$ cat src/rtl/la_pkg.sv
// Shared types and constants for the logic-analyzer capture engine.
package la_pkg;

  // Top-level capture state, shared between the engine and anything observing it.
  typedef enum logic [1:0] {
    StIdle,
    StArmed,
    StCapture,
    StDump
  } la_state_e;

  // Sub-phase while streaming the buffer out over the UART.
  typedef enum logic [1:0] {
    DphHeader,
    DphRead,
    DphLoad,
    DphSend
  } la_dump_ph_e;

  localparam logic [7:0] LA_HEADER = 8'hA5;

  // Bytes needed to carry one sample of the given channel count.
  function automatic int unsigned la_bytes_per_sample(input int unsigned channels);
    return (channels + 32'd7) / 32'd8;
  endfunction

endpackage

$ cat src/rtl/la_capture_if.sv
// Byte stream towards uart_tx: data, one-cycle strobe, and the transmitter busy flag.
interface la_capture_if;
  logic [7:0] tx_data;
  logic       tx_data_valid;
  logic       tx_busy;

  modport master (
    output tx_data,
    output tx_data_valid,
    input  tx_busy
  );

  modport slave (
    input  tx_data,
    input  tx_data_valid,
    output tx_busy
  );
endinterface

$ cat src/rtl/la_sample_ram.sv
// Sample buffer: one write port, one registered read port, shaped to map onto iCE40 BRAM.
module la_sample_ram #(
  parameter int unsigned WIDTH = 8,
  parameter int unsigned DEPTH = 256,
  parameter int unsigned AW    = 8
) (
  input  logic             clk_i,
  input  logic             we_i,
  input  logic [AW-1:0]    waddr_i,
  input  logic [WIDTH-1:0] wdata_i,
  input  logic [AW-1:0]    raddr_i,
  output logic [WIDTH-1:0] rdata_o
);

  logic [WIDTH-1:0] mem [DEPTH];

  // No reset on the array or read register so the tools can infer block RAM.
  always_ff @(posedge clk_i) begin
    if (we_i) mem[waddr_i] <= wdata_i;
    rdata_o <= mem[raddr_i];
  end

endmodule

$ cat src/rtl/la_capture.sv
// Logic-analyzer capture engine: prescaled sampling, masked trigger, DEPTH-sample capture,
// then a byte stream (0xA5 header, samples LSB-first) to uart_tx.
// Optional macro LA_EDGE_TRIG_EN adds per-channel edge qualification of the trigger.
module la_capture import la_pkg::*; #(
  parameter int unsigned CHANNELS   = 8,
  parameter int unsigned DEPTH      = 256,
  parameter int unsigned PRESCALE_W = 16
) (
  input  logic                  clk_i,
  input  logic                  rst_i,
  input  logic [CHANNELS-1:0]   probe_i,
  input  logic                  arm_i,
  input  logic [CHANNELS-1:0]   trig_mask_i,
  input  logic [CHANNELS-1:0]   trig_value_i,
`ifdef LA_EDGE_TRIG_EN
  input  logic [CHANNELS-1:0]   trig_edge_i,
`endif
  input  logic [PRESCALE_W-1:0] prescale_i,
  la_capture_if.master          tx,
  output logic                  armed_o,
  output logic                  capturing_o,
  output logic                  dumping_o
);

  localparam int unsigned AW = (DEPTH > 1) ? $clog2(DEPTH) : 1;
  localparam int unsigned NB = la_bytes_per_sample(CHANNELS);
  localparam int unsigned SW = NB * 8;
  localparam int unsigned BW = (NB > 1) ? $clog2(NB) : 1;
  localparam logic [AW-1:0] LastAddr = AW'(DEPTH - 1);
  localparam logic [BW-1:0] LastByte = BW'(NB - 1);

  la_state_e             state_q, state_d;
  la_dump_ph_e           dph_q, dph_d;
  logic [PRESCALE_W-1:0] div_q, div_d;
  logic [AW-1:0]         wr_ptr_q, wr_ptr_d, rd_ptr_q, rd_ptr_d;
  logic [BW-1:0]         byte_q, byte_d;
  logic [SW-1:0]         shreg_q, shreg_d;
  logic [7:0]            tx_data_q, tx_data_d;
  logic                  tx_valid_q, tx_valid_d;

  logic                  running, strobe, trig_hit, send_ok, ram_we;
  logic [CHANNELS-1:0]   ram_rdata, lvl_miss;

  assign running  = (state_q == StArmed) || (state_q == StCapture);
  assign strobe   = running && (div_q == prescale_i);
  // The previous strobe-cycle's pulse blocks a new one while uart_tx raises busy.
  assign send_ok  = !tx.tx_busy && !tx_valid_q;
  assign lvl_miss = (probe_i ^ trig_value_i) & trig_mask_i;

`ifdef LA_EDGE_TRIG_EN
  logic [CHANNELS-1:0] prev_q, changed, edge_miss;
  logic                first_q;

  // Previous ARMED sample; first_q suppresses edge matches on the first strobe after arming.
  always_ff @(posedge clk_i or posedge rst_i) begin
    if (rst_i) begin
      prev_q  <= '0;
      first_q <= 1'b1;
    end else if (state_q == StIdle) begin
      first_q <= 1'b1;
    end else if (state_q == StArmed && strobe) begin
      prev_q  <= probe_i;
      first_q <= 1'b0;
    end
  end

  assign changed   = first_q ? '0 : (probe_i ^ prev_q);
  assign edge_miss = trig_mask_i & trig_edge_i & ~changed;
  assign trig_hit  = ~|(lvl_miss | edge_miss);
`else
  assign trig_hit  = ~|lvl_miss;
`endif

  la_sample_ram #(
    .WIDTH (CHANNELS),
    .DEPTH (DEPTH),
    .AW    (AW)
  ) u_ram (
    .clk_i   (clk_i),
    .we_i    (ram_we),
    .waddr_i (wr_ptr_q),
    .wdata_i (probe_i),
    .raddr_i (rd_ptr_q),
    .rdata_o (ram_rdata)
  );

  // State and datapath registers.
  always_ff @(posedge clk_i or posedge rst_i) begin
    if (rst_i) begin
      state_q    <= StIdle;
      dph_q      <= DphHeader;
      div_q      <= '0;
      wr_ptr_q   <= '0;
      rd_ptr_q   <= '0;
      byte_q     <= '0;
      shreg_q    <= '0;
      tx_data_q  <= '0;
      tx_valid_q <= 1'b0;
    end else begin
      state_q    <= state_d;
      dph_q      <= dph_d;
      div_q      <= div_d;
      wr_ptr_q   <= wr_ptr_d;
      rd_ptr_q   <= rd_ptr_d;
      byte_q     <= byte_d;
      shreg_q    <= shreg_d;
      tx_data_q  <= tx_data_d;
      tx_valid_q <= tx_valid_d;
    end
  end

  // Next-state logic: divider, capture sequencing and the dump byte engine.
  always_comb begin
    state_d    = state_q;
    dph_d      = dph_q;
    wr_ptr_d   = wr_ptr_q;
    rd_ptr_d   = rd_ptr_q;
    byte_d     = byte_q;
    shreg_d    = shreg_q;
    tx_data_d  = tx_data_q;
    tx_valid_d = 1'b0;
    ram_we     = 1'b0;
    div_d      = '0;
    if (running) div_d = strobe ? '0 : div_q + PRESCALE_W'(1);

    unique case (state_q)
      StIdle: begin
        wr_ptr_d = '0;
        if (arm_i) state_d = StArmed;
      end
      StArmed: begin
        if (strobe && trig_hit) begin
          ram_we   = 1'b1;
          wr_ptr_d = AW'(1);
          state_d  = StCapture;
        end
      end
      StCapture: begin
        if (strobe) begin
          ram_we   = 1'b1;
          wr_ptr_d = wr_ptr_q + AW'(1);
          if (wr_ptr_q == LastAddr) begin
            state_d  = StDump;
            rd_ptr_d = '0;
            dph_d    = DphHeader;
          end
        end
      end
      StDump: begin
        unique case (dph_q)
          DphHeader: begin
            if (send_ok) begin
              tx_valid_d = 1'b1;
              tx_data_d  = LA_HEADER;
              dph_d      = DphRead;
            end
          end
          // RAM read of rd_ptr_q is in flight this cycle.
          DphRead: dph_d = DphLoad;
          DphLoad: begin
            shreg_d = SW'(ram_rdata);
            byte_d  = '0;
            dph_d   = DphSend;
          end
          DphSend: begin
            if (send_ok) begin
              tx_valid_d = 1'b1;
              tx_data_d  = shreg_q[7:0];
              shreg_d    = shreg_q >> 8;
              byte_d     = byte_q + BW'(1);
              if (byte_q == LastByte) begin
                if (rd_ptr_q == LastAddr) begin
                  state_d = StIdle;
                  dph_d   = DphHeader;
                end else begin
                  rd_ptr_d = rd_ptr_q + AW'(1);
                  dph_d    = DphRead;
                end
              end
            end
          end
          default: dph_d = DphHeader;
        endcase
      end
      default: state_d = StIdle;
    endcase
  end

  assign armed_o          = (state_q == StArmed);
  assign capturing_o      = (state_q == StCapture);
  assign dumping_o        = (state_q == StDump);
  assign tx.tx_data       = tx_data_q;
  assign tx.tx_data_valid = tx_valid_q;

endmodule

$ cat src/flat_wrapper.sv
// flat-port wrapper written by rule: the top's interface ports become plain ports
module la_capture_flat import la_pkg::*;
#(
  parameter int unsigned CHANNELS   = 8,
  parameter int unsigned DEPTH      = 256,
  parameter int unsigned PRESCALE_W = 16
)
  (clk_i, rst_i, probe_i, arm_i, trig_mask_i, trig_value_i, prescale_i, armed_o, capturing_o, dumping_o, tx_tx_data, tx_tx_data_valid, tx_tx_busy);
  la_capture_if tx_i ();
  input  logic clk_i;
  input  logic rst_i;
  input  logic [CHANNELS-1:0] probe_i;
  input  logic arm_i;
  input  logic [CHANNELS-1:0] trig_mask_i;
  input  logic [CHANNELS-1:0] trig_value_i;
  input  logic [PRESCALE_W-1:0] prescale_i;
  output logic armed_o;
  output logic capturing_o;
  output logic dumping_o;
  output wire logic [$bits(tx_i.tx_data)-1:0] tx_tx_data;
  output wire logic [$bits(tx_i.tx_data_valid)-1:0] tx_tx_data_valid;
  input wire logic [$bits(tx_i.tx_busy)-1:0] tx_tx_busy;
  assign tx_tx_data = tx_i.tx_data;
  assign tx_tx_data_valid = tx_i.tx_data_valid;
  assign tx_i.tx_busy = tx_tx_busy;
  la_capture #(.CHANNELS(CHANNELS), .DEPTH(DEPTH), .PRESCALE_W(PRESCALE_W)) u_core (.clk_i(clk_i), .rst_i(rst_i), .probe_i(probe_i), .arm_i(arm_i), .trig_mask_i(trig_mask_i), .trig_value_i(trig_value_i), .prescale_i(prescale_i), .tx(tx_i), .armed_o(armed_o), .capturing_o(capturing_o), .dumping_o(dumping_o));
endmodule
$ cat config.mk
export PLATFORM = sky130hd
export DESIGN_NAME = la_capture_flat
export DESIGN_NICKNAME = d
export VERILOG_FILES = /design/src/rtl/la_pkg.sv /design/src/rtl/la_capture_if.sv /design/src/rtl/la_sample_ram.sv /design/src/rtl/la_capture.sv /design/src/flat_wrapper.sv
export SDC_FILE = /design/constraint.sdc
export NUM_CORES = 2
export LEC_CHECK = 0
export CAP_MARGIN = 40
export CORE_MARGIN = 8
export CORE_UTILIZATION = 23
export CTS_BUF_LIST = sky130_fd_sc_hd__clkbuf_4 sky130_fd_sc_hd__clkbuf_8
export DETAILED_ROUTE_END_ITERATION = 6
export PLACE_DENSITY_LB_ADDON = 0.05
export REMOVE_ABC_BUFFERS = 1
export SYNTH_ARGS = -nofsm -noshare
export SYNTH_HDL_FRONTEND = slang
export SYNTH_SLANG_ARGS = --single-unit
$ cat constraint.sdc
create_clock -name clk_i -period 3.44 [get_ports clk_i]
set_input_delay 1.032 -clock clk_i [delete_from_list [all_inputs] [get_ports clk_i]]
set_output_delay 1.032 -clock clk_i [all_outputs]
set_load 0.01 [all_outputs]
**Word level (Yosys, flattened, before mapping)**

Memories as Yosys holds them, arrays and structs flattened. A register that Yosys moved wholly into a read port is not among the register bits.
Index checks and enable logic that the tools add are counted.

- Equal/unequal tests: 23
- Mux-type cells: 44
- Reduce and logical (&&, ||, !) cells: 21
- Add/subtract/negate cells: 4
- Bitwise gates (word level): 2

Operator list:

| kind | count |
|---|---|
| 2-to-1 mux 8 bit | 11 |
| case mux 8 bit (2 select lines) | 3 |
| 2-to-1 mux 16 bit | 2 |
| 2-to-1 mux 2 bit | 13 |
| case mux 8 bit (3 select lines) | 1 |
| adder 16 x 1 -> 16 bit, second input constant | 1 |
| adder 8 x 1 -> 8 bit, second input constant | 2 |
| equality test 16 bit | 1 |
| equality test 8 bit, second input constant | 2 |
| != test 2 x 1 -> 1 bit, second input constant | 8 |
| case mux 2 bit (4 select lines) | 2 |
| 2-to-1 mux 1 bit | 9 |
| AND 8 bit | 1 |
| equality test 2 bit, second input constant | 4 |
| AND reduction 8 bit | 1 |
| OR reduction 8 bit | 1 |
| bitwise XOR 8 bit | 1 |
| AND reduction 7 bit | 1 |
| != test 2 bit, second input constant | 3 |
| != test 3 x 2 -> 1 bit, second input constant | 2 |
| AND reduction 3 bit | 2 |
| AND reduction 6 bit | 1 |
| nonzero test 2 bit | 3 |
| equality test 2 x 1 -> 1 bit, second input constant | 2 |
| other kinds (11) | 17 |

- Bits in registers: 54
- Word-level logic and storage cells: 104
- Memories kept: 1
- Memory bits (writable): 2048

Memory list:

| name | words | width | read ports | clocked after memory_dff | write ports | RTL line | source |
|---|---|---|---|---|---|---|---|
| u_core.u_ram.mem | 256 | 8 | 1 | 1 | 1 | la_sample_ram.sv:15 | `logic [WIDTH-1:0] mem [DEPTH];` |

**Depth between registers and ports, before layout**

- Depth in word-level cells: 9
- Depth in mapped cells: 11

**Hierarchy**

Synthesis repeated with hierarchy kept, for this count alone.

- Cell total of the unflattened synthesis: 4055
- Area, all modules: 82625.5 um^2

By module, submodules not included:

| module | cells an instance | area an instance (um^2) | instances |
|---|---|---|---|
| la_sample_ram | 3733 | 79556.3 | 1 |
| la_capture | 322 | 3069.2 | 1 |

**Least setup slack after synthesis**

OpenSTA, ideal clock, no wires.

- Path type: input port to flip-flop
- Start point: input prescale_i[4]
- End point: memory u_core.u_ram.mem[143][0], enable pin
- Library setup time: 0.370 ns
- Arrival time: 3.204 ns
- Required time: 3.070 ns
- Stages: 9
- Path slack: -0.135 ns
- Buffers on the path: 3
- Path through: xor2_1 or4_4 nor4_4 and2_1 buf_6 buf_12 nand4_4 buf_2 nor2_1

- Word-level cells in the longest chain between the ends: 7

RTL lines:

| what | RTL line | source |
|---|---|---|
| from (decl) | flat_wrapper.sv:16 | `input logic [PRESCALE_W-1:0] prescale_i;` |
| equality test 16 bit (*) | la_capture.sv:45 | `assign strobe = running && (div_q == prescale_i);` |
| logical AND 1 bit (*) | la_capture.sv:45 |  |
| logical AND 1 bit | la_capture.sv:132 | `if (strobe && trig_hit) begin` |
| 2-to-1 mux 1 bit | la_capture.sv:132 |  |
| case mux 1 bit (2 select lines) (*) | la_capture.sv:126 | `unique case (state_q)` |
| 2-to-1 mux 1 bit (*) | la_sample_ram.sv:19 | `if (we_i) mem[waddr_i] <= wdata_i;` |
| 2-to-1 mux 1 bit (not written as such) (*) | la_sample_ram.sv:19 |  |
| to (decl) | la_sample_ram.sv:15 |  |

Every way passes the cells marked *; elsewhere a longest branch is shown, timed or not.

**Final worst setup path**

- Start point: input prescale_i[8]
- End point: memory u_core.u_ram.mem[131][4], enable pin

The elaborated chain is that of the path after synthesis.

==> flow_summary.json <==
{
  "status": "completed",
  "cts.clk_slew.worst_paths_ns": 0.06,
  "ant_nets": 0,
  "synth_flop_cell": "edfxtp_1",
  "grt_pass1_wl_um": 393000,
  "synth_edf_count": 2048,
  "drt_iter0_drc": 3393,
  "final.setup.worst_slack_ns": 0.103,
  "crit_fanout": 16,
  "period_share_pct": 97.0,
  "root_buffer": "clkbuf_8",
  "clock_latency_ns": 1.07,
  "worstSetupEndpointType": "flop",
  "final_hold_viol_count": 0,
  "critPathLaunchType": "input pin",
  "synthArstFlopShare_pct": 2.56,
  "avgSynthCellArea_um2": 20.0,
  "drv_slew": 0,
  "power.leakage_nw": 32.7,
  "initial_core_util_pct": 23.0,
  "yosysWarnings": 0,
  "dpl_cell_area_um2": 94300,
  "rows": 220,
  "place_congestion": 0.728,
  "synth_area_um2": 82500,
  "post-route-drc-count": 0,
  "clock-sinks": 2110,
  "design_area_um2": 103000,
  "nets": 5060,
  "io_buffers": 55,
  "overflow": 0,
  "cts_tree": "yes",
  "crit_type": "in2reg",
  "nFillCells": 35353,
  "io_pins": 56,
  "totalWireLength_um": 287000,
  "synthCells": 4123,
  "first_pass_iters": 5,
  "vias_per_cell": 4.32,
  "chipWidth_um": 615,
  "synth_cell_type_count": 70,
  "syn2layout_area_growth_pct": 24.3,
  "grt_max_degree": 128,
  "wl_per_cell_um": 28.3,
  "antenna_found_initial": 27,
  "period_needed_ns": 3.34,
  "grt_pass1_vias": 46263,
  "vdd.ir_drop.worst_mv": 0.351,
  "hp-class": "in2async",
  "cts_max_path_buffers": 4,
  "skew_ns": 0.0572,
  "ctsHoldBuffers": 0,
  "ys_ff_latch": 2110,
  "cp_data_required_time_ns": 4.19,
  "dp_slack_ns": -1.22,
  "vias": 43677,
  "core_um2": 358000,
  "cap_violations": 0,
  "p_per_area_nw_per_um2": 680,
  "htree_levels": 5,
  "slew_headroom_pct": 17.2,
  "dieHeight_um": 615,
  "worstPathArrival_ns": 4.08,
  "numCtsBuffers": 395,
  "fin_util_pct": 28.6,
  "hpwl_um": 181000,
  "fmaxAchievable_mhz": 300,
  "finalPower_w": 0.0698,
  "tightest_slew_ns": 1.24,
  "finalSetupViolations": 0,
  "ys_seq_area_share_pct": 76.4,
  "grt_usage_pct": 14.7,
  "drive_gt1_share_pct": 34.9,
  "die_area_um2": 378000
}
[final timing paths]
kind / startpoint / end / slack [ns] / cells past startpoint
setup / recovery: prescale_i[8] / u_core.u_ram.mem[131][4]$_DFFE_PP_ / 0.10 / 12
hold / removal: rst_i / u_core.div_q[2]$_DFF_PP0_ / 0.28 / 2
setup reg to reg: u_core.div_q[7]$_DFF_PP0_ / u_core.u_ram.mem[131][4]$_DFFE_PP_ / 0.12 / 11
hold reg to reg: u_core.u_ram.rdata_o[6]$_DFF_P_ / u_core.shreg_q[6]$_DFFE_PP0P_ / 0.46 / 2
max in group asynchronous: rst_i / u_core.tx.tx_data[4]$_DFFE_PP0P_ / 2.49 / 3
min in group clk_i: u_core.u_ram.rdata_o[6]$_DFF_P_ / u_core.shreg_q[6]$_DFFE_PP0P_ / 0.46 / 2
[where the power goes]
part	leakage [nW]	switching (W)	internal (W)
logic	9.29	0.00892	0.00704
clock network	4.25	0.0112	0.0140
registers	19.2	0.000205	0.0284
[cell type report]
cell class              count  area [µm²]  share of cell area [%]
clock buffers             537        6600                    6.43
well taps                4773        5970                    5.82
flip-flops and latches   2110       63000                    61.5
multi-input cells        1739       18500                    18.0
diodes                      6        15.0                  0.0146
inverters                  22        82.6                  0.0805
repair buffers            734        6920                    6.75
clock inverters           189        1450                    1.42
[layout by cell type (no fill, tap or decap), types with 29 or more instances in the layout]
cell type / count
a21oi_1: 56
a22o_1: 75
a22oi_1: 131
buf_12: 94
buf_4: 573
clkbuf_4: 127
clkbuf_8: 410
clkdlybuf4s50_1: 43
clkinv_1: 100
clkinv_2: 46
dfrtp_1: 46
edfxtp_1: 2048
mux2i_1: 92
mux4_2: 440
nand2_1: 83
nor2_1: 307
nor3_1: 29
o21ai_0: 81
o221ai_1: 31
o22ai_1: 39
[kinds of logic (layout without fill, tap and decap cells)]
| kind of cell | after synthesis | count (layout) | share of synthesized area (%) |
|---|---|---|---|
| buffers and inverters | 274 | 1482 | 1.45 |
| AOI/OAI and AO/OA | 537 | 537 | 4.67 |
| and+or+nand+nor | 599 | 599 | 3.50 |
| muxes | 551 | 551 | 13.4 |
| DFF | 2110 | 2110 | 76.4 |
| xor gates and xnor gates | 38 | 38 | 0.403 |
| other | 0 | 6 | 0 |
| adders and majority gates | 14 | 14 | 0.212 |
[per-layer routing]
| layer | routed length, µm | GRT usage (%) | vias to the layer above |
|---|---|---|---|
| met5 | 0 | 0 | - |
| met4 | 5500 | 3.28 | 0 |
| li1 | - | - | 18945 |
| met1 | 135000 | 20.9 | 23315 |
| met3 | 12000 | 2.28 | 360 |
| met2 | 134000 | 23.8 | 1057 |
[worst max-delay path, stage by stage]
cell and delay, ns:
clkdlybuf4s50_1 0.42, xor2_1 0.17, or4_4 0.55, nor4_4 0.56, buf_4 0.21, and2_4 0.17
buf_12 0.16, buf_4 0.13, nand4_4 0.07, buf_12 0.17, nor2_1 0.18, buf_4 0.21
[cells in the mapped netlist, types with 29 or more instances]
cell type | n | share of area [%]
edfxtp_1 | 2048 | 75
mux4_2 | 440 | 12
nor2_1 | 327 | 1.5
a22oi_1 | 131 | 1.2
clkbuf_1 | 120 | 0.55
nand2_1 | 94 | 0.43
mux2i_1 | 92 | 1.1
o21ai_0 | 82 | 0.50
buf_2 | 78 | 0.47
a22o_1 | 75 | 0.80
a21oi_1 | 56 | 0.34
dfrtp_1 | 54 | 1.6
buf_1 | 40 | 0.18
o22ai_1 | 39 | 0.30
nor2b_1 | 34 | 0.26
o221ai_1 | 32 | 0.34
nor3_1 | 29 | 0.18
[flip-flops by register name, indices dropped and copies added (netlist names)]
signal / flops
u_core.shreg_q: 8
u_core.tx.tx_data_valid: 1
u_core.byte_q: 1
u_core.dph_q: 2
u_core.u_ram.mem: 2048
u_core.wr_ptr_q: 8
u_core.state_q: 2
u_core.rd_ptr_q: 8
u_core.u_ram.rdata_o: 8
u_core.tx.tx_data: 8
u_core.div_q: 16
[through the flow]
stage | hold WS, ns | TNS (ns) | std cells
5_1_grt | 0.188 | -0.000631 | 10105
3_5_place_dp | 0.449 | -1895.23 | 9369
2_1_floorplan | 0.431 | -1806.67 | 3871
6_report | 0.276 | 0 | 10110
3_3_place_gp | 0.454 | -1919.78 | 9367
4_1_cts | 0.117 | -0.118 | 10101
[what timing repair did]
action,CTS,global route
pin swaps,4,0
resized for setup,48,3
setup endpoints to repair,151,35
buffers inserted,5,3
gates cloned,1,0
(Power assumes the default switching activity.)
